<file path="config.mk">
export PLATFORM = sky130hd
export DESIGN_NAME = bcd_convert_sequencer
export DESIGN_NICKNAME = d
export VERILOG_FILES = /design/src/rtl/bcd_convert_sequencer.sv
export SDC_FILE = /design/constraint.sdc
export NUM_CORES = 1
export LEC_CHECK = 0
export ABC_AREA = 1
export CORE_MARGIN = 2
export CORE_UTILIZATION = 59
export DETAILED_ROUTE_END_ITERATION = 10
export PLACE_DENSITY_LB_ADDON = 0.12
export SETUP_SLACK_MARGIN = 0.1
export SLEW_MARGIN = 20
export SYNTH_ARGS = -nofsm -noshare
export SYNTH_HDL_FRONTEND = slang
export SYNTH_SLANG_ARGS = --single-unit
export TNS_END_PERCENT = 50
</file>
<file path="constraint.sdc">
create_clock -name clk -period 4 [get_ports clk]
set_input_delay 0.6 -clock clk [delete_from_list [all_inputs] [get_ports clk]]
set_output_delay 0.6 -clock clk [all_outputs]
set_load 0.1 [all_outputs]
</file>
<file path="src/rtl/bcd_convert_sequencer.sv">
// rtl/bcd_convert_sequencer.sv - sequential 16-bit binary to 4-digit BCD converter (double-dabble)
//
// Converts a 16-bit unsigned magnitude to four registered BCD digits using
// 16 shift-add-3 iterations, one per clock. Values above 9999 saturate to 9999
// and raise overflow. An error request skips the conversion and holds the digits.
//
// Ports:
//   clk            system clock, rising edge
//   reset          synchronous active-high reset
//   start          conversion request, sampled only while idle
//   decimal[15:0]  magnitude to convert, captured on accepted start
//   negative       sign, captured on accepted start
//   error          calculator error flag, captured on accepted start
//   bcd3..bcd0     thousands..ones digits (registered)
//   negative_sign  registered captured sign
//   error_flag     registered captured error
//   overflow       captured magnitude exceeded 9999
//   busy           high while converting or presenting done
//   done           one-cycle pulse, results valid from this cycle

module bcd_convert_sequencer (
  input  logic        clk,
  input  logic        reset,
  input  logic        start,
  input  logic [15:0] decimal,
  input  logic        negative,
  input  logic        error,
  output logic [3:0]  bcd3,
  output logic [3:0]  bcd2,
  output logic [3:0]  bcd1,
  output logic [3:0]  bcd0,
  output logic        negative_sign,
  output logic        error_flag,
  output logic        overflow,
  output logic        busy,
  output logic        done
);

  typedef enum logic [1:0] {
    S_IDLE  = 2'd0,
    S_SHIFT = 2'd1,
    S_DONE  = 2'd2
  } state_t;

  state_t      state;
  state_t      state_next;

  logic [15:0] shift_reg;
  logic [19:0] acc;
  logic [3:0]  iter;
  logic        neg_cap;

  logic [19:0] acc_adj;
  logic [19:0] acc_next;
  logic [15:0] shift_next;
  logic        last_iter;

  assign last_iter = (iter == 4'd15);

  // Add-3 correction per digit, each 4-bit with no carry between digits,
  // followed by the combined left shift of {accumulator, shift register}.
  always_comb begin
    acc_adj = acc;
    for (int i = 0; i < 5; i++) begin
      if (acc[4*i +: 4] >= 4'd5) begin
        acc_adj[4*i +: 4] = acc[4*i +: 4] + 4'd3;
      end
    end
    acc_next   = {acc_adj[18:0], shift_reg[15]};
    shift_next = {shift_reg[14:0], 1'b0};
  end

  always_ff @(posedge clk) begin
    if (reset) begin
      state <= S_IDLE;
    end else begin
      state <= state_next;
    end
  end

  always_comb begin
    state_next = state;
    busy       = 1'b0;
    done       = 1'b0;
    case (state)
      S_IDLE: begin
        if (start) begin
          state_next = error ? S_DONE : S_SHIFT;
        end
      end
      S_SHIFT: begin
        busy = 1'b1;
        if (last_iter) begin
          state_next = S_DONE;
        end
      end
      S_DONE: begin
        busy       = 1'b1;
        done       = 1'b1;
        state_next = S_IDLE;
      end
      default: begin
        state_next = S_IDLE;
      end
    endcase
  end

  always_ff @(posedge clk) begin
    if (reset) begin
      shift_reg     <= 16'd0;
      acc           <= 20'd0;
      iter          <= 4'd0;
      neg_cap       <= 1'b0;
      bcd3          <= 4'd0;
      bcd2          <= 4'd0;
      bcd1          <= 4'd0;
      bcd0          <= 4'd0;
      negative_sign <= 1'b0;
      error_flag    <= 1'b0;
      overflow      <= 1'b0;
    end else begin
      case (state)
        S_IDLE: begin
          if (start) begin
            if (error) begin
              // Error path: digits and overflow deliberately keep old values.
              negative_sign <= negative;
              error_flag    <= 1'b1;
            end else begin
              shift_reg <= decimal;
              acc       <= 20'd0;
              iter      <= 4'd0;
              neg_cap   <= negative;
            end
          end
        end
        S_SHIFT: begin
          acc       <= acc_next;
          shift_reg <= shift_next;
          iter      <= iter + 4'd1;
          if (last_iter) begin
            negative_sign <= neg_cap;
            error_flag    <= 1'b0;
            // A non-zero fifth digit means the value exceeded 9999.
            if (acc_next[19:16] != 4'd0) begin
              bcd3     <= 4'd9;
              bcd2     <= 4'd9;
              bcd1     <= 4'd9;
              bcd0     <= 4'd9;
              overflow <= 1'b1;
            end else begin
              bcd3     <= acc_next[15:12];
              bcd2     <= acc_next[11:8];
              bcd1     <= acc_next[7:4];
              bcd0     <= acc_next[3:0];
              overflow <= 1'b0;
            end
          end
        end
        default: begin
        end
      endcase
    end
  end

endmodule

</file>
==> flow_summary_export.csv, run 1 <==
group,metric,value,unit
logic_synthesis,yosysTopAreaCellShare,40.3,%
logic_synthesis,syn_inst,430,
route,ant_nets,0,
route,drt_iter0_drc,150,
timing,setup_ws,1.23,ns
global_routing,antenna_found_initial,0,
timing,worst_pin_slew,0.971,ns
clocking,ctsHoldBuffers,0,
finish,finish.instance_area,3680,um2
clocking,cts_tree,"yes",
die,core-area,5070,um2
place,dp_slack,1.53,ns
logic_synthesis,avgSynthCellArea,7.17,um2
global_routing,grt_pass1_vias,2666,
logic_synthesis,syn_nets,465,
logic_synthesis,synth_area,3080,um2
finish,multiInputGateArea,1550,um2
die,die_area,5820,um2
clocking,root_buffer,"clkbuf_8",
global_routing,grt_pass1_wl,11500,um
logic_synthesis,synth_edf_count,0,
timing,slew_viol_final,0,
die,die_w,76.3,um
global_routing,grt_use_total,24.2,%
finish,final-seq-area,1240,um2
finish,antenna_cells,0,
finish,post-route-util,72.6,%
setup_path,cp.required,3.40,ns
finish,largest_reg_flops,20,
logic_synthesis,synthDistinctLibCells,33,
logic_synthesis,synth_seq_cells,62,
logic_synthesis,synth-seq-area-share,40.3,%
route,detail_route.vias_per_cell,5.20,
finish,drive_gt1_share,7.02,%
setup_path,path_class,"reg2out",
route,drtPass1Iterations,4,
place,gp_congestion,0.808,
setup_path,worstSetupEndpointType,"output port",
clocking,post_cts_buffers,0,
place,port_buffers,41,
place,dpl.hpwl,4470,um
setup_path,critPathMaxFanout,3,
timing,min_period,2.77,ns
die,rows,26,
place,placed_area,3480,um2
route,vias,2810,
timing,fmax,361,MHz
finish,final_nets,500,
pwr,power_density,400,nW/um2
setup_path,start_kind,"flip-flop",
timing,rsz0062_at_grt,"no",
clocking,cts.sinks,62,
pwr,power.leakage,0.00153,uW
die,start_util,60.7,%
hold_path,hp-class,"reg2reg",
route,wirelength,6490,um
outcome,status,"complete, no violations",
timing,period_share,69.2,%
route,avgRoutedWirePerCell,12.0,um
finish,fillers,433,
clocking,cts_max_level,3,
logic_synthesis,synth_flop_cell,"dfxtp_1",
timing,slew_headroom,35.1,%
logic_synthesis,ys_async_sr_fraction,0,%
clocking,numCtsBuffers,9,
logic_synthesis,synth_top_area_cell,"dfxtp_1",
timing,finalHoldViolations,0,
timing,skew,0.00661,ns
clocking,clk_latency,0.34,ns
clocking,ctsResizeCount,0,
clocking,clockBufferDepth,2,
run,drv_cap,0,
global_routing,grt_overflow,0,
die,io_pins,42,
timing,final-setup-viol-count,0,
logic_synthesis,ys_warn_count,0,
die,fp.dieH,76.3,um
clocking,clk_pin_slew,0.06,ns
logic_synthesis,netlist_top_cells_area,"dfxtp_1 (40%), nand2_1 (14%), o21ai_0 (6.2%)",
finish,area_growth,19.5,%
global_routing,grt_max_degree,42,
setup_path,arrival,2.17,ns
route,route.detailed.drc,0,
timing,setup_tns,0,ns
pwr,vdd_drop_max,0.404,mV
## final timing paths
kind         startpoint  endpoint  slack (ns)  depth (start not counted)
min reg2reg     neg_cap   neg_cap        0.45                          2
max reg2reg    state[1]   bcd1[2]        1.53                          7
max            state[1]      busy        1.23                          3
min             neg_cap   neg_cap        0.45                          2
## cell usage after synthesis, types with 5 or more instances
library cell and instances:
buf_2 6, nand3_1 15, xor2_1 5, inv_1 42, a31oi_1 16, nand4_1 6
ha_1 14, o21ai_0 38, a21oi_1 29, clkbuf_1 7, dfxtp_1 62, nor2_1 38
nand2_1 113
## final cells by class
type,count,area share [%]
Clock inverter,4,1.22
Multi-Input combinational cell,303,42.2
Timing Repair Buffer,42,11.3
Tap cell,70,2.38
Clock buffer,12,4.21
Inverter,47,4.93
Sequential cell,62,33.7
## stage by stage
step	hold WS [ns]	total power (uW)	instances
3_3_place_gp	0.441	926	524
2_1_floorplan	0.425	877	430
5_1_grt	0.488	1530	540
4_1_cts	0.451	1480	540
3_5_place_dp	0.440	930	524
6_report	0.452	1470	540
## routing by layer
layer,part of all wire [%],routed length (um),up-vias,GRT usage (%)
met1,45,2930,1272,29.1
met2,49,3160,60,41.4
met4,2.2,146,0,12.5
li1,-,-,1465,-
met3,3.9,252,13,4.15
met5,0,0,-,0
## worst max-delay path, cell delays in order, from the launching register on
cell,delay (ns)
dfxtp_1,0.35
inv_1,0.07
ha_1,0.28
clkdlybuf4s50_1,1.12
## logic make-up after synthesis
| family | synth area share (%) |
|---|---|
| AOI/OAI and AO/OA | 16.0 |
| xor gates and xnor gates | 1.42 |
| and+or+nand+nor | 26.0 |
| adders and majority gates | 5.68 |
| buffers and inverters | 9.30 |
| DFF | 40.3 |
| muxes | 1.30 |
## cell usage in the layout, fill, tap and decap left out, drive strengths merged
cell and instances:
a21o 1, and2 1, mux2i 4, bufinv 1
nand4 6, a211oi 1, or2 2, nor3 1
o21ai 40, a31oi 16, clkdlybuf4s50 41, and3 1
o22ai 4, nand3 16, clkinv 3, a21oi 29
buf 1, ha 14, xor2 5, clkbuf 12
nand2 120, o21bai 1, dfxtp 62, nor2 41
inv 47
## report_power, final
| group | switching (uW) | internal [uW] |
|---|---|---|
| registers | 16.3 | 651 |
| clock network | 237 | 319 |
| logic | 178 | 71.6 |
| total | 431 | 1040 |
(Power assumes the default switching activity.)
==> run 2, diff against run 1 <==
--- a/config.mk
+++ b/config.mk
@@ -7,7 +7,7 @@
 export LEC_CHECK = 0
 export ABC_AREA = 1
 export CORE_MARGIN = 2
-export CORE_UTILIZATION = 59
+export CORE_UTILIZATION = 49
 export DETAILED_ROUTE_END_ITERATION = 10
 export PLACE_DENSITY_LB_ADDON = 0.12
 export SETUP_SLACK_MARGIN = 0.1
==> constraint.sdc (replaced) <==
create_clock -name clk -period 2.4 [get_ports clk]
set_input_delay 0.36 -clock clk [delete_from_list [all_inputs] [get_ports clk]]
set_output_delay 0.36 -clock clk [all_outputs]
set_load 0.1 [all_outputs]
==> run 2 against run 1 <==
Sequential power rose by 66%. Die area rose by 19%. Via count fell by 1.6%. Utilization fell by 12 points. Combinational power rose by 70%. Clock power rose by 41%. Sequential share of layout area rose by 0.51 points. Final cell count rose by 1.7%. Critical path depth rose by 5. Non-clock buffer count rose by 4. Flip-flop and latch count did not move. Critical path type is now reg2reg. Critical endpoint is now shift_reg[8]. Largest power group unchanged.
==> flow_summary_export.csv, run 2 (synthesized netlist as in run 1, its figures left out) <==
group,metric,value,unit
timing,skew,0.00642,ns
die,start_util,51.4,%
finish,final_cell_mix,"nand2_1 (113), dfxtp_1 (62), inv_1 (42)",
global_routing,grt_pass1_vias,2681,
pwr,power.leakage,0.00157,uW
global_routing,grt_use_total,20.6,%
clocking,ctsResizeCount,0,
clocking,clk_pin_slew,0.07,ns
die,io_pins,42,
global_routing,grt_max_degree,34,
hold_path,hp-class,"reg2reg",
finish,antenna_cells,0,
die,die_area,6940,um2
clocking,cts_max_level,3,
global_routing,grt_overflow,0,
setup_path,start_kind,"flip-flop",
timing,holdWs,0.456,ns
timing,fmax,529,MHz
clocking,cts.sinks,62,
clocking,post_cts_buffers,0,
place,port_buffers,41,
route,detail_route.vias_per_cell,5.03,
finish,area_growth,17.7,%
finish,drive_gt1_share,11.4,%
pwr,vdd_drop_max,0.641,mV
timing,period_share,78.8,%
finish,largest_reg_flops,20,
die,fp.dieH,83.3,um
setup_path,arrival,2.15,ns
global_routing,grt_pass1_wl,11800,um
finish,layout_commonest_cell,"nand2_1",
route,drtPass1Iterations,4,
clocking,clockBufferDepth,2,
clocking,ctsHoldBuffers,0,
pwr,power_density,640,nW/um2
finish,fillers,605,
setup_path,path_class,"reg2reg",
clocking,clk_latency,0.34,ns
place,dpl.hpwl,4700,um
clocking,numCtsBuffers,9,
setup_path,cp.required,2.66,ns
timing,slew_headroom,60.1,%
setup_path,worstSetupEndpointType,"flip-flop",
clocking,cts_tree,"yes",
route,ant_nets,0,
place,gp_congestion,0.797,
die,rows,28,
timing,slew_viol_final,0,
route,wirelength,6620,um
outcome,status,"complete, no violations",
route,avgRoutedWirePerCell,12.1,um
timing,finalHoldViolations,0,
timing,min_period,1.89,ns
global_routing,antenna_found_initial,0,
finish,final_nets,504,
die,core-area,5990,um2
clocking,root_buffer,"clkbuf_8",
timing,setup_tns,0,ns
route,drt_iter0_drc,157,
setup_path,critPathMaxFanout,21,
run,drv_cap,0,
timing,rsz0062_at_grt,"no",
route,route.detailed.drc,0,
die,die_w,83.3,um
timing,final-setup-viol-count,0,
route,vias,2764,
timing,worst_pin_slew,0.597,ns
run 2: power by group:
part	total (uW)	leakage [uW]	internal (uW)	switching [uW]
clock network	785	0.0000817	404	381
registers	1110	0.000503	1080	28.6
logic	424	0.000987	123	301
total	2320	0.00157	1610	711
run 2: path summary, 6_finish.rpt:
kind                  from      endpoint  slack (ns)  cells past startpoint
setup / recovery  state[1]  shift_reg[8]        0.51                      8
hold reg to reg    neg_cap       neg_cap        0.46                      2
setup reg to reg  state[1]  shift_reg[8]        0.51                      8
hold / removal     neg_cap       neg_cap        0.46                      2
run 2: layout make-up:
cell class / count / area, um2 / share of cell area (%)
flip-flops and latches: 62 / 1240 / 34.2
clock inverters: 1 / 5.00 / 0.138
clock buffers: 15 / 156 / 4.31
repair buffers: 46 / 395 / 10.9
multi-input cells: 303 / 1550 / 42.8
inverters: 47 / 181 / 5.00
well taps: 75 / 93.8 / 2.59
run 2: through the flow:
stage / utilization, % / instances / instance area, um2 / power, uW / worst slack [ns]
2_1_floorplan: - / 430 / 3080 / 1460 / 0.830
3_3_place_gp: 57.9 / 533 / 3470 / 1550 / 0.579
3_5_place_dp: 57.9 / 533 / 3470 / 1560 / 0.509
4_1_cts: 60.5 / 549 / 3630 / 2340 / 0.505
5_1_grt: 60.5 / 549 / 3630 / 2430 / 0.252
6_report: 60.5 / 549 / 3630 / 2320 / 0.509
run 2: layer usage:
metal / up-vias / global-route usage (%) / wire length, um
li1: 1473 / - / -
met4: 0 / 8.94 / 113
met5: - / 0 / 0
met3: 9 / 3.78 / 226
met1: 1234 / 25.2 / 3230
met2: 48 / 35.4 / 3050
run 2: critical path, cell delays in order, from the launching register on:
cell	delay, ns
dfxtp_1	0.32
inv_1	0.08
ha_1	0.26
buf_4	0.25
nand2_1	0.14
nand2_4	0.22
buf_4	0.26
o21ai_0	0.10
a31oi_1	0.18
==> run 3, diff against run 2 <==
==> constraint.sdc (replaced) <==
create_clock -name clk -period 1.6 [get_ports clk]
set_input_delay 0.24 -clock clk [delete_from_list [all_inputs] [get_ports clk]]
set_output_delay 0.24 -clock clk [all_outputs]
set_load 0.1 [all_outputs]
==> run 3 against run 2 <==
Global-route usage rose by 1.4 points. Critical endpoint is now bcd2[3]. Final area rose by 24%. Highest routed layer unchanged. Non-clock buffer count rose by 32. Combinational power rose by 100%. Flip-flop and latch count did not move. Register-to-register slack got worse by 0.49 ns. Sequential share of layout area fell by 6.3 points. Wire length rose by 19%. Sequential power rose by 51%.
==> flow_summary_export.csv, run 3 (synthesized netlist as in run 1, its figures left out) <==
group,metric,value,unit
setup_path,reg2reg_depth,11,
timing,setup_tns,0,ns
hold_path,hp-class,"reg2reg",
setup_path,r2r-start,"acc[17]",
finish,layout_commonest_cell,"nand2_1",
finish,drive_gt1_share,29.4,%
setup_path,critical-path-max-stage-delay,0.35,ns
die,start_util,51.4,%
setup_path,r2r_slack,0.02,ns
hold_path,worstHoldEndpoint,"neg_cap",
route,vias,3114,
die,fp.dieH,83.3,um
clocking,clk_latency,0.35,ns
hold_path,min_from,"neg_cap",
place,dpl.hpwl,4680,um
place,port_buffers,41,
die,die_area,6940,um2
setup_path,arrival,1.83,ns
setup_path,critPathMaxFanout,5,
clocking,cts.sinks,62,
timing,fmax,631,MHz
route,detail_route.vias_per_cell,5.35,
timing,rsz0062_at_grt,"yes",
place,dp.cells,550,
die,core-area,5990,um2
setup_path,path_class,"reg2reg",
global_routing,grt_use_total,22.0,%
setup_path,worst_path_most_repeated_cell,"nand2_1",
pwr,vdd_drop_max,0.908,mV
clocking,clockBufferDepth,2,
finish,area_growth,46.3,%
hold_path,min_delay_path_depth,2,
global_routing,grt_max_degree,22,
global_routing,antenna_found_initial,0,
timing,slew_headroom,71.0,%
global_routing,grt_overflow,0,
clocking,numCtsBuffers,9,
timing,worst_pin_slew,0.431,ns
route,ant_nets,0,
finish,antenna_cells,0,
finish,post-route-util,75.3,%
die,die_w,83.3,um
run,drv_cap,0,
timing,min_period,1.58,ns
setup_path,cp.required,1.85,ns
finish,final_nets,538,
route,drtPass1Iterations,4,
setup_path,critPathSlowestCell,"dfxtp_2",
clocking,cts_tree,"yes",
route,route.detailed.drc,0,
finish,largest_reg_flops,20,
timing,skew,0.00741,ns
clocking,ctsHoldBuffers,0,
route,wirelength,7880,um
setup_path,regToRegEndpoint,"bcd2[3]",
die,io_pins,42,
route,drt_iter0_drc,144,
timing,final-setup-viol-count,0,
place,gp_congestion,0.828,
setup_path,worstSetupEndpointType,"flip-flop",
pwr,power.leakage,0.00191,uW
timing,slew_viol_final,0,
clocking,clk_pin_slew,0.06,ns
global_routing,grt_pass1_wl,12500,um
clocking,root_buffer,"clkbuf_8",
pwr,power_density,864,nW/um2
finish,instances_no_fill,582,
outcome,status,"complete, no violations",
route,avgRoutedWirePerCell,13.5,um
timing,period_share,99.0,%
global_routing,grt_pass1_vias,2842,
die,rows,28,
timing,finalHoldViolations,0,
finish,final_cell_mix,"nand2_1 (101), dfxtp_1 (51), inv_1 (34), o21ai_0 (34), nor2_1 (33)",
setup_path,worstPathCellList,"inv_4 -> ha_4 -> nand2_4 -> buf_6 -> nand4_1 -> nand2_1 -> nand2_2 -> nor2_4 -> nand3_2 -> nand2_1 -> inv_1",
setup_path,start_kind,"flip-flop",
clocking,cts_max_level,3,
==> run 3: cell count changes in the layout (fill, tap and decap cells not counted), moves of 6 or more <==
cell | previous run | this run
dfxtp_1 | 62 | 51
ha_1 | 14 | 8
dfxtp_2 | 0 | 10
nand3_1 | 15 | 7
nand3_2 | 1 | 8
inv_1 | 42 | 34
nand2_2 | 4 | 13
nand2_1 | 113 | 101
buf_12 | 0 | 23
buf_4 | 26 | 32
==> run 3: area by class of cell <==
type,instances,area (um2)
Fill cell,418,1480
Multi-Input combinational cell,303,1790
Timing Repair Buffer,78,960
Clock buffer,11,141
Tap cell,75,93.8
Sequential cell,62,1260
Timing Repair inverter,2,17.5
Inverter,47,201
Clock inverter,4,47.5
==> run 3: per-stage QoR <==
stage	worst slack (ns)	power, uW	hold slack (ns)	cell area [um2]
after floorplan	0.150	2190	0.400	3080
after global placement	-0.0435	2440	0.435	3880
after detailed placement	-0.105	2450	0.449	3880
after CTS	0.0699	3790	0.453	4260
after global routing	-0.0417	4050	0.479	4510
final	0.0157	3900	0.457	4510
==> run 3: timing repair <==
item,CTS,global route
setup buffers,5,9
gates cloned,1,2
setup endpoints to repair,41,60
pin swaps,12,20
resized for setup,35,51
==> run 3: worst max-delay path, delay by kind of cell, from the launching register on <==
| kind | cells | cell delay, ns |
|---|---|---|
| adder cells (fa/ha/maj) | 1 | 0.15 |
| AND/OR/NAND/NOR | 7 | 0.78 |
| buffers and inverters | 3 | 0.19 |
| flip-flops | 1 | 0.35 |
==> run 3: worst max path at each step <==
stage | startpoint | end | slack (ns)
finish | acc[17] | bcd2[3] | 0.02
global route | acc[17] | bcd2[3] | -0.04
CTS | state[0] | shift_reg[10] | 0.07
detailed placement | acc[16] | bcd2[3] | -0.11
global placement | acc[16] | bcd2[3] | -0.04
floorplan | state[1] | busy | 0.15
==> run 3: per-layer routing <==
metal / GRT usage [%] / part of all wire (%) / vias up
met2: 35.9 / 49 / 106
met3: 3.88 / 5.1 / 27
met4: 13.1 / 3.4 / 0
met5: 0 / 0 / -
met1: 27.0 / 43 / 1440
li1: - / - / 1541
==> run 3: where the power goes <==
group / leakage [uW] / switching, uW / total, uW / internal, uW
logic: 0.00130 / 516 / 854 / 338
clock network: 0.0000952 / 620 / 1370 / 748
registers: 0.000508 / 49.9 / 1680 / 1630
